### src/rtl/posit_conv_issue_if.sv
`default_nettype none
// ============================================================================
//  Module      : posit_conv_issue_if
//  Description : Stream and converter-side signals of the posit-to-double
//                issue/collect block, bundled with directional views.
//  Revision    : 1.0  initial release
// ============================================================================
interface posit_conv_issue_if #(
    parameter int N = 36
);
    // Posit input stream
    logic         in_valid;
    logic         in_ready;
    logic [N-1:0] in_data;
    // Converter side
    logic [N-1:0] conv_in1;
    logic         conv_start;
    logic [63:0]  conv_out;
    logic         conv_done;
    // Result stream
    logic         out_valid;
    logic         out_ready;
    logic [63:0]  out_data;
    logic [1:0]   out_flags;
    // Status
    logic         err;

    // View of the issue block itself
    modport slave (
        input  in_valid, in_data, conv_out, conv_done, out_ready,
        output in_ready, conv_in1, conv_start, out_valid, out_data, out_flags, err
    );

    // View of everything around the issue block (source, converter, sink)
    modport master (
        output in_valid, in_data, conv_out, conv_done, out_ready,
        input  in_ready, conv_in1, conv_start, out_valid, out_data, out_flags, err
    );
endinterface
`default_nettype wire

### src/rtl/posit_conv_issue.sv
`default_nettype none
// ============================================================================
//  Module      : posit_conv_issue
//  Description : Credit-controlled front/back end for a fixed-latency
//                posit-to-double converter. Issues posits, patches zero/NaR,
//                and buffers results in a first-word-fall-through FIFO.
//  Revision    : 1.0  initial release
// ============================================================================
module posit_conv_issue #(
    parameter int N     = 36,
    parameter int ES    = 5,
    parameter int LAT   = 2,
    parameter int DEPTH = 4
) (
    input wire                clk,
    input wire                rst,
    posit_conv_issue_if.slave bus
);

    localparam int c_CRED_W  = $clog2(DEPTH + 1);
    localparam int c_PTR_W   = $clog2(DEPTH);
    localparam int c_FLUSH_W = $clog2(LAT + 1);

    localparam logic [c_CRED_W-1:0]  c_DEPTH     = c_CRED_W'(DEPTH);
    localparam logic [c_CRED_W-1:0]  c_CRED_ONE  = c_CRED_W'(1);
    localparam logic [c_PTR_W-1:0]   c_PTR_ONE   = c_PTR_W'(1);
    localparam logic [c_FLUSH_W-1:0] c_LAT       = c_FLUSH_W'(LAT);
    localparam logic [c_FLUSH_W-1:0] c_FLUSH_ONE = c_FLUSH_W'(1);
    localparam logic [N-1:0]         c_NAR       = {1'b1, {(N-1){1'b0}}};
    localparam logic [63:0]          c_QNAN      = 64'h7FF8_0000_0000_0000;

    // Parameter sanity: elaboration stops on an unusable configuration
    if (DEPTH < 2 || (DEPTH & (DEPTH - 1)) != 0) begin : g_bad_depth
        $error("posit_conv_issue: DEPTH must be a power of two >= 2");
    end
    if (LAT < 1) begin : g_bad_lat
        $error("posit_conv_issue: LAT must be at least 1");
    end
    if (ES >= N - 2) begin : g_bad_es
        $error("posit_conv_issue: ES too large for N");
    end

    typedef enum logic [0:0] {
        S_FLUSH = 1'b0,
        S_RUN   = 1'b1
    } state_t;

    state_t                 r_state;
    logic [c_FLUSH_W-1:0]   r_flush_cnt;
    logic [c_CRED_W-1:0]    r_credits;
    logic [c_CRED_W-1:0]    w_credits_nxt;
    logic                   r_in_ready;
    logic                   r_err;

    logic                   w_accept;
    logic                   w_pop;
    logic                   w_in_zero;
    logic                   w_in_nar;

    logic [2:0]             r_tag [LAT];
    logic                   w_tag_v;
    logic                   w_tag_nar;
    logic                   w_tag_zero;

    logic [65:0]            r_mem [DEPTH];
    logic [c_PTR_W-1:0]     r_wptr;
    logic [c_PTR_W-1:0]     r_rptr;
    logic [c_CRED_W-1:0]    r_count;
    logic [65:0]            w_entry;
    logic [65:0]            w_head;
    logic                   w_out_valid;

    // Issue side: posit goes straight to the converter, start only on accept
    assign w_accept       = bus.in_valid & r_in_ready;
    assign bus.conv_in1   = bus.in_data;
    assign bus.conv_start = w_accept;
    assign bus.in_ready   = r_in_ready;

    assign w_in_zero = (bus.in_data == '0);
    assign w_in_nar  = (bus.in_data == c_NAR);

    assign {w_tag_v, w_tag_nar, w_tag_zero} = r_tag[LAT-1];

    // Converter result is overridden for the two values it cannot produce
    assign w_entry = {w_tag_nar, w_tag_zero,
                      w_tag_nar ? c_QNAN : (w_tag_zero ? 64'h0 : bus.conv_out)};

    assign w_out_valid   = (r_count != '0);
    assign w_pop         = w_out_valid & bus.out_ready;
    assign w_head        = r_mem[r_rptr];
    assign bus.out_valid = w_out_valid;
    assign bus.out_data  = w_out_valid ? w_head[63:0]  : 64'h0;
    assign bus.out_flags = w_out_valid ? w_head[65:64] : 2'b00;
    assign bus.err       = r_err;

    // Credits count every result that is in flight or buffered
    always_comb begin
        w_credits_nxt = r_credits;
        case ({w_accept, w_pop})
            2'b10:   w_credits_nxt = r_credits + c_CRED_ONE;
            2'b01:   w_credits_nxt = r_credits - c_CRED_ONE;
            default: w_credits_nxt = r_credits;
        endcase
    end

    // Control FSM: flush stale converter starts, then run with credit-gated ready
    always_ff @(posedge clk) begin
        if (rst) begin
            r_state     <= S_FLUSH;
            r_flush_cnt <= c_LAT;
            r_credits   <= '0;
            r_in_ready  <= 1'b0;
            r_err       <= 1'b0;
        end else begin
            r_credits <= w_credits_nxt;
            case (r_state)
                S_FLUSH: begin
                    r_flush_cnt <= r_flush_cnt - c_FLUSH_ONE;
                    if (r_flush_cnt == c_FLUSH_ONE) begin
                        r_state    <= S_RUN;
                        r_in_ready <= (w_credits_nxt < c_DEPTH);
                    end
                end
                S_RUN: begin
                    r_in_ready <= (w_credits_nxt < c_DEPTH);
                    if (w_tag_v != bus.conv_done) begin
                        r_err <= 1'b1;
                    end
                end
                default: begin
                    r_state    <= S_FLUSH;
                    r_in_ready <= 1'b0;
                end
            endcase
        end
    end

    // Tag pipe mirrors the converter latency so the tag lines up with done
    always_ff @(posedge clk) begin
        if (rst) begin
            for (int i = 0; i < LAT; i++) begin
                r_tag[i] <= 3'b000;
            end
        end else begin
            r_tag[0] <= {w_accept, w_in_nar, w_in_zero};
            for (int i = 1; i < LAT; i++) begin
                r_tag[i] <= r_tag[i-1];
            end
        end
    end

    // FIFO pointers and occupancy; push is driven by the tag, not conv_done
    always_ff @(posedge clk) begin
        if (rst) begin
            r_wptr  <= '0;
            r_rptr  <= '0;
            r_count <= '0;
        end else begin
            if (w_tag_v) begin
                r_wptr <= r_wptr + c_PTR_ONE;
            end
            if (w_pop) begin
                r_rptr <= r_rptr + c_PTR_ONE;
            end
            case ({w_tag_v, w_pop})
                2'b10:   r_count <= r_count + c_CRED_ONE;
                2'b01:   r_count <= r_count - c_CRED_ONE;
                default: r_count <= r_count;
            endcase
        end
    end

    // FIFO storage; contents are don't-care while empty since outputs are gated
    always_ff @(posedge clk) begin
        if (w_tag_v) begin
            r_mem[r_wptr] <= w_entry;
        end
    end

endmodule
`default_nettype wire

### src/flat_wrapper.sv
// flat-port wrapper written by rule: the top's interface ports become plain ports
module posit_conv_issue_flat 
#(
    parameter int N     = 36,
    parameter int ES    = 5,
    parameter int LAT   = 2,
    parameter int DEPTH = 4
)
  (clk, rst, bus_in_valid, bus_in_data, bus_conv_out, bus_conv_done, bus_out_ready, bus_in_ready, bus_conv_in1, bus_conv_start, bus_out_valid, bus_out_data, bus_out_flags, bus_err);
  posit_conv_issue_if #(.N(N)) bus_i ();
  input wire clk;
  input wire rst;
  input wire logic [$bits(bus_i.in_valid)-1:0] bus_in_valid;
  input wire logic [$bits(bus_i.in_data)-1:0] bus_in_data;
  input wire logic [$bits(bus_i.conv_out)-1:0] bus_conv_out;
  input wire logic [$bits(bus_i.conv_done)-1:0] bus_conv_done;
  input wire logic [$bits(bus_i.out_ready)-1:0] bus_out_ready;
  output wire logic [$bits(bus_i.in_ready)-1:0] bus_in_ready;
  output wire logic [$bits(bus_i.conv_in1)-1:0] bus_conv_in1;
  output wire logic [$bits(bus_i.conv_start)-1:0] bus_conv_start;
  output wire logic [$bits(bus_i.out_valid)-1:0] bus_out_valid;
  output wire logic [$bits(bus_i.out_data)-1:0] bus_out_data;
  output wire logic [$bits(bus_i.out_flags)-1:0] bus_out_flags;
  output wire logic [$bits(bus_i.err)-1:0] bus_err;
  assign bus_i.in_valid = bus_in_valid;
  assign bus_i.in_data = bus_in_data;
  assign bus_i.conv_out = bus_conv_out;
  assign bus_i.conv_done = bus_conv_done;
  assign bus_i.out_ready = bus_out_ready;
  assign bus_in_ready = bus_i.in_ready;
  assign bus_conv_in1 = bus_i.conv_in1;
  assign bus_conv_start = bus_i.conv_start;
  assign bus_out_valid = bus_i.out_valid;
  assign bus_out_data = bus_i.out_data;
  assign bus_out_flags = bus_i.out_flags;
  assign bus_err = bus_i.err;
  posit_conv_issue #(.N(N), .ES(ES), .LAT(LAT), .DEPTH(DEPTH)) u_core (.clk(clk), .rst(rst), .bus(bus_i));
endmodule
### config.mk
export PLATFORM = sky130hd
export DESIGN_NAME = posit_conv_issue_flat
export DESIGN_NICKNAME = d
export VERILOG_FILES = /design/src/rtl/posit_conv_issue_if.sv /design/src/rtl/posit_conv_issue.sv /design/src/flat_wrapper.sv
export SDC_FILE = /design/constraint.sdc
export NUM_CORES = 1
export LEC_CHECK = 0
export ABC_AREA = 1
export CAP_MARGIN = 10
export CELL_PAD_IN_SITES_DETAIL_PLACEMENT = 1
export CELL_PAD_IN_SITES_GLOBAL_PLACEMENT = 2
export CORE_MARGIN = 8
export CORE_UTILIZATION = 37
export DETAILED_ROUTE_END_ITERATION = 10
export PLACE_DENSITY_LB_ADDON = 0.1
export SLEW_MARGIN = 30
export SYNTH_ARGS = -nofsm -noshare
export SYNTH_HDL_FRONTEND = slang
export SYNTH_SLANG_ARGS = --single-unit
### constraint.sdc
create_clock -name clk -period 3.4 [get_ports clk]
set_input_delay 0.34 -clock clk [delete_from_list [all_inputs] [get_ports clk]]
set_output_delay 0.34 -clock clk [all_outputs]
set_load 0.02 [all_outputs]
After elaboration in Yosys (flattened, before gate mapping). Memories as Yosys holds them, arrays and structs flattened. A register that Yosys moved wholly into a read port is not among the register bits. Cells that the tools add are included.

Bitwise logic cells: 5. Equality and inequality tests: 8. Reductions and logical operators: 4. Multiplexer cells: 19. Add/sub/neg operators: 7. Order comparisons: 1.

Operator list (number): $mux 64 (3); $eq 36x36->1 const B (1); $logic_not 36->1 (1); $pmux 3 s2 (2); $mux 1 (8); $add 3x1->3 const B (2); $eq 2x1->1 const B (3); $mux 2 (3); $mux 3 (2); $sub 3x1->3 const B (2); $add 2x1->2 const B (2); $eq 2x2->1 const B (2); $lt 3x3->1 const B (1); $reduce_bool 3->1 (1); $and 1x1->1 (2); $ne 2x1->1 const B (1); $or 1x1->1 (2); $pmux 1 s2 (1); $reduce_and 2->1 (1); $reduce_bool 2->1 (1); $sub 2x1->2 const B (1); $ne 1x1->1 (1); $not 1->1 (1).

Output and inout port bits: 106. Memories kept: 2. Register bits: 15. RAM bits: 270. Bits of input ports: 105. Logic and storage cells: 54.

Memory list: u_core.r_mem (depth 4, width 66, rd ports 1, clocked after memory_dff 1, wr ports 1, RTL line posit_conv_issue.sv:65) `logic [65:0] r_mem [DEPTH];`; u_core.r_tag (depth 2, width 3, rd ports 2, clocked after memory_dff 0, wr ports 2, RTL line posit_conv_issue.sv:60) `logic [2:0] r_tag [LAT];`.

Logic depth before layout (Yosys ltp).
Word-level depth: 7. Gate-level depth with buffers: 12. Mapped depth without buffers: 12.

Worst setup path after synthesis. No wires, ideal clock.

Path kind: reg2reg. Start point: register u_core.r_wptr[0]. End point: memory u_core.r_mem[2][0] (enable). Library setup time: 0.420 ns. Buffers on the path: 0. Path slack: 1.093 ns. Cell stages (with the launch flop): 5. Clock period less this slack: 2.307 ns. Data arrival time: 1.887 ns. Cells stage by stage: dfxtp_1 -> inv_1 -> ha_1 -> nand2_1 -> inv_1.

RTL lines: start, declared (RTL line posit_conv_issue.sv:66) `logic [c_PTR_W-1:0] r_wptr;`; start signal, assigned (RTL line posit_conv_issue.sv:160) `r_wptr <= r_wptr + c_PTR_ONE;`; end, declared (RTL line posit_conv_issue.sv:65).

Straight into the memory's write port.

==> impl_summary.log <==
INFO  metric run_status = finished clean
INFO  metric routabilityCongestion = ~0.71
INFO  metric synth_seq_area_share = 0.691
INFO  metric antenna_violations_before_repair = 0
INFO  metric initial_utilization = 0.374
INFO  metric cts.repair_timing.setup_buffer_count = 0
INFO  metric worst_slew_pin_slew = just over 0.9 ns
INFO  metric grt_first_pass_wirelength = roughly 50,000 um
INFO  metric antenna-diode-count = 0
INFO  metric final-seq-area = 0.00839 mm^2
INFO  metric comb_power_share = 0.293
INFO  metric worst_clock_skew = approximately 0.021 ns
INFO  metric timing.critical_path.from_type = flop
INFO  metric ff2ff_setup_slack = 1.27 ns
INFO  metric total_global_routing_track_utilization = 0.169
INFO  metric postSynthAreaPerCell = 10.9 um^2
INFO  metric drt-pass1-iter-count = 4
INFO  metric vias_per_cell = around 4.9
INFO  metric criticalPathCategory = flop to primary output
INFO  metric drc_errors = 0
INFO  metric grt_start_max_net_pins = between 90 and 100
INFO  metric p_seq_frac = 0.382
INFO  metric crit_path_max_fanout = 50
INFO  metric async_flop_share = 0
INFO  metric dpl-instance-area = roughly 0.014 mm^2
INFO  metric avgRoutedWirePerCell = 19.1 um
INFO  metric cts.root.buffer_cell = sky130_fd_sc_hd__clkbuf_16
INFO  metric dp_slack = between 0.9 and 1 ns
INFO  metric die-area = 0.0388 mm^2
INFO  metric ys.warnings.count = 0
INFO  metric cts_tree = built
INFO  metric worst_setup_hold_path_clk_slew = around 0.060 ns
INFO  metric rsz_0062_raised_after_global_routing = false
INFO  metric cts_resized = 0
INFO  metric synth_top_area_share = 0.653
INFO  metric power.clock.fraction = 0.325
INFO  metric yosys.area.top_type = sky130_fd_sc_hd__edfxtp_1
INFO  metric worst_hold_startpoint = bus_in_valid
INFO  metric drtAntennaViolNets = 0
INFO  metric maxCapViolations = 0
INFO  metric clk_latency = roughly 0.56 ns
INFO  metric timing.hold.worst.class = input pin to flop
INFO  metric worst_slack = between 0.4 and 0.5 ns
INFO  metric final-max-slew-violation-count = 0
INFO  metric layout_worst_path_cycle_share = 0.877
INFO  metric detailed_place_hpwl = around 20,000 um
INFO  metric regToRegEndpoint = u_core.r_mem[0][4]
INFO  metric setup_violations = 0
INFO  metric final_layout_size_suffix_gt1_frac = 0.0571
INFO  metric synth-seq-cells = between 200 and 300
INFO  metric cts-hold-fix-buffers = 0
INFO  metric core_area = 0.0325 mm^2
INFO  metric rows = between 60 and 70
INFO  metric largest_buffer_count_on_any_clock_path = 3
INFO  metric clock_sink_count = about 290
INFO  metric postSynth.topFlopCell = sky130_fd_sc_hd__edfxtp_1
INFO  metric fin_setup_tns = 0 ns
INFO  metric cts_max_level = 1
INFO  metric cts_inserted_buffers = 31
INFO  metric multi_input_comb_area = about 0.003 mm^2
INFO  metric areaGrowthSynthToFinish = 27.2%
INFO  metric synthMostInstantiatedCell = sky130_fd_sc_hd__nor2_1
INFO  metric r2r_cells = 5
INFO  metric totalWireLength = between 30,000 and 40,000 um
INFO  metric timing.hold.worst_endpoint = u_core.r_tag[0][2]
INFO  metric p_per_area = between 600 and 700 mW/mm^2
INFO  metric pin_count = 211
INFO  metric ys_types = 26
INFO  metric critPathRequiredTime = 3.06 ns
INFO  metric number_of_synthesized_flops_with_an_enable_pin = around 260
INFO  metric initialDrtViolationCount = 395
INFO  metric yosys-top-cells-area = sky130_fd_sc_hd__edfxtp_1 (65%), sky130_fd_sc_hd__nor2_1 (11%), sky130_fd_sc_hd__dfxtp_1 (3.8%), sky130_fd_sc_hd__a21oi_1 (3.3%), sky130_fd_sc_hd__nand2_1 (3.1%)
INFO  metric grt_overflow = 0
INFO  metric post_synth_inst_count = between 1,000 and 1,500
INFO  metric worstPathArrival = ~2.6 ns
INFO  metric fin_nets = 1,386
INFO  metric whs_path_depth = 3
INFO  metric syn_area = about 0.012 mm^2
INFO  metric worst_slew_margin_rel = 0.381
INFO  metric port_buffers = 210
INFO  metric cellInternalPower = between 7 and 8 mW
INFO  metric total_switching_power = about 3.2 mW
INFO  metric power.share.switching = 0.312
INFO  metric nature_of_the_critical_path_endpoint = primary output
INFO  metric via_count_of_the_first_global_routing_pass = between 8,000 and 9,000
INFO  metric worstReg2RegStart = u_core.r_wptr[0]
INFO  metric final_design_area_no_fill = roughly 0.015 mm^2
INFO  metric die-width = 197 um
INFO  metric fmax = 0.336 GHz
INFO  metric num-fill-cells = approximately 3,500
INFO  metric floorplan.die.height = between 150 and 200 um
INFO  metric post_synth_most_frequent_cells = sky130_fd_sc_hd__nor2_1 (346), sky130_fd_sc_hd__edfxtp_1 (264), sky130_fd_sc_hd__nand2_1 (101)
INFO  metric vdd_drop_max = around 440 uV
INFO  metric timing_hold_violations_final = 0
INFO  metric power.leakage = between 5 and 6 nW
INFO  metric via_count = roughly 8,500
INFO  metric post-route-min-period = approximately 3 ns
INFO  metric synthesis.nets = 1,225
INFO  metric timing.hold.ws = roughly 0.40 ns
[critical path: stages (launching register included)]
cell and delay [ns]:
sky130_fd_sc_hd__dfxtp_4 0.36, sky130_fd_sc_hd__inv_4 0.31, sky130_fd_sc_hd__buf_12 0.29, sky130_fd_sc_hd__o21ai_0 0.14, sky130_fd_sc_hd__a21oi_1 0.28, sky130_fd_sc_hd__clkdlybuf4s50_1 0.67
[routing by layer]
metal	global-route usage	wire, um
met5	0	0
met4	0.0312	351
met3	0.0419	2070
met2	0.298	16600
met1	0.208	14300
[flip-flops by register name, summed over array words and instances, names as in the netlist, 2 cells and up, named ones only]
register / flops
u_core.r_rptr: 2
u_core.r_count: 3
u_core.r_mem: 264
u_core.r_credits: 2
u_core.r_flush_cnt: 2
u_core.r_tag: 6
u_core.r_wptr: 2
[cell families (layout without fill, tap and decap cells)]
family / Yosys count / after routing / synth area share
flops: 287 / 287 / 0.691
buf+inv: 135 / 319 / 0.0621
fa+ha+maj: 9 / 9 / 0.0105
compound gates: 222 / 222 / 0.0918
simple gates: 456 / 456 / 0.143
xor+xnor: 2 / 2 / 0.00144
[how the worst max path moves through the flow]
stage,start,endpoint,slack (ns),cells past startpoint
2_1_floorplan,u_core.r_wptr[0],u_core.r_mem[2][0],1.09,4
3_3_place_gp,flop,bus_out_data[1],0.96,5
3_5_place_dp,flop,bus_out_data[1],0.96,5
4_1_cts,flop,bus_out_data[1],0.34,5
5_1_grt,flop,bus_out_data[1],0.27,5
6_report,flop,bus_out_data[2],0.42,5
[power groups by stage]
stage,Sequential (mW),Combinational [mW],Clock [mW]
floorplan,4.03,1.73,0
global placement,4.03,3.07,0
detailed placement,4.04,3.10,0
CTS,3.96,3.12,3.46
global route,3.97,3.32,3.59
finish,3.96,3.04,3.37
[placed cells by master (no fill, tap or decap), drive strengths merged, types with 4 or more instances in the layout]
cell type / count
ha: 7
inv: 30
nor2: 346
edfxtp: 264
buf: 19
a21oi: 79
o21ai: 142
clkdlybuf4s50: 210
clkbuf: 39
nand3: 4
bufinv: 5
nand2: 101
clkinv: 14
dfxtp: 23
[per-stage QoR]
step | total power, mW | util | instances
finish | 10.4 | 0.475 | 1737
global route | 10.9 | 0.475 | 1737
CTS | 10.5 | 0.475 | 1737
detailed placement | 7.14 | 0.444 | 1681
global placement | 7.11 | 0.444 | 1681
floorplan | 5.76 | - | 1111
[layout make-up]
class | instances | share of cell area
clock inverters | 17 | 0.0139
repair buffers | 229 | 0.151
inverters | 34 | 0.00884
flip-flops and latches | 287 | 0.544
multi-input cells | 689 | 0.194
clock buffers | 39 | 0.0522
well taps | 442 | 0.0358
(Power assumes the default switching activity.)
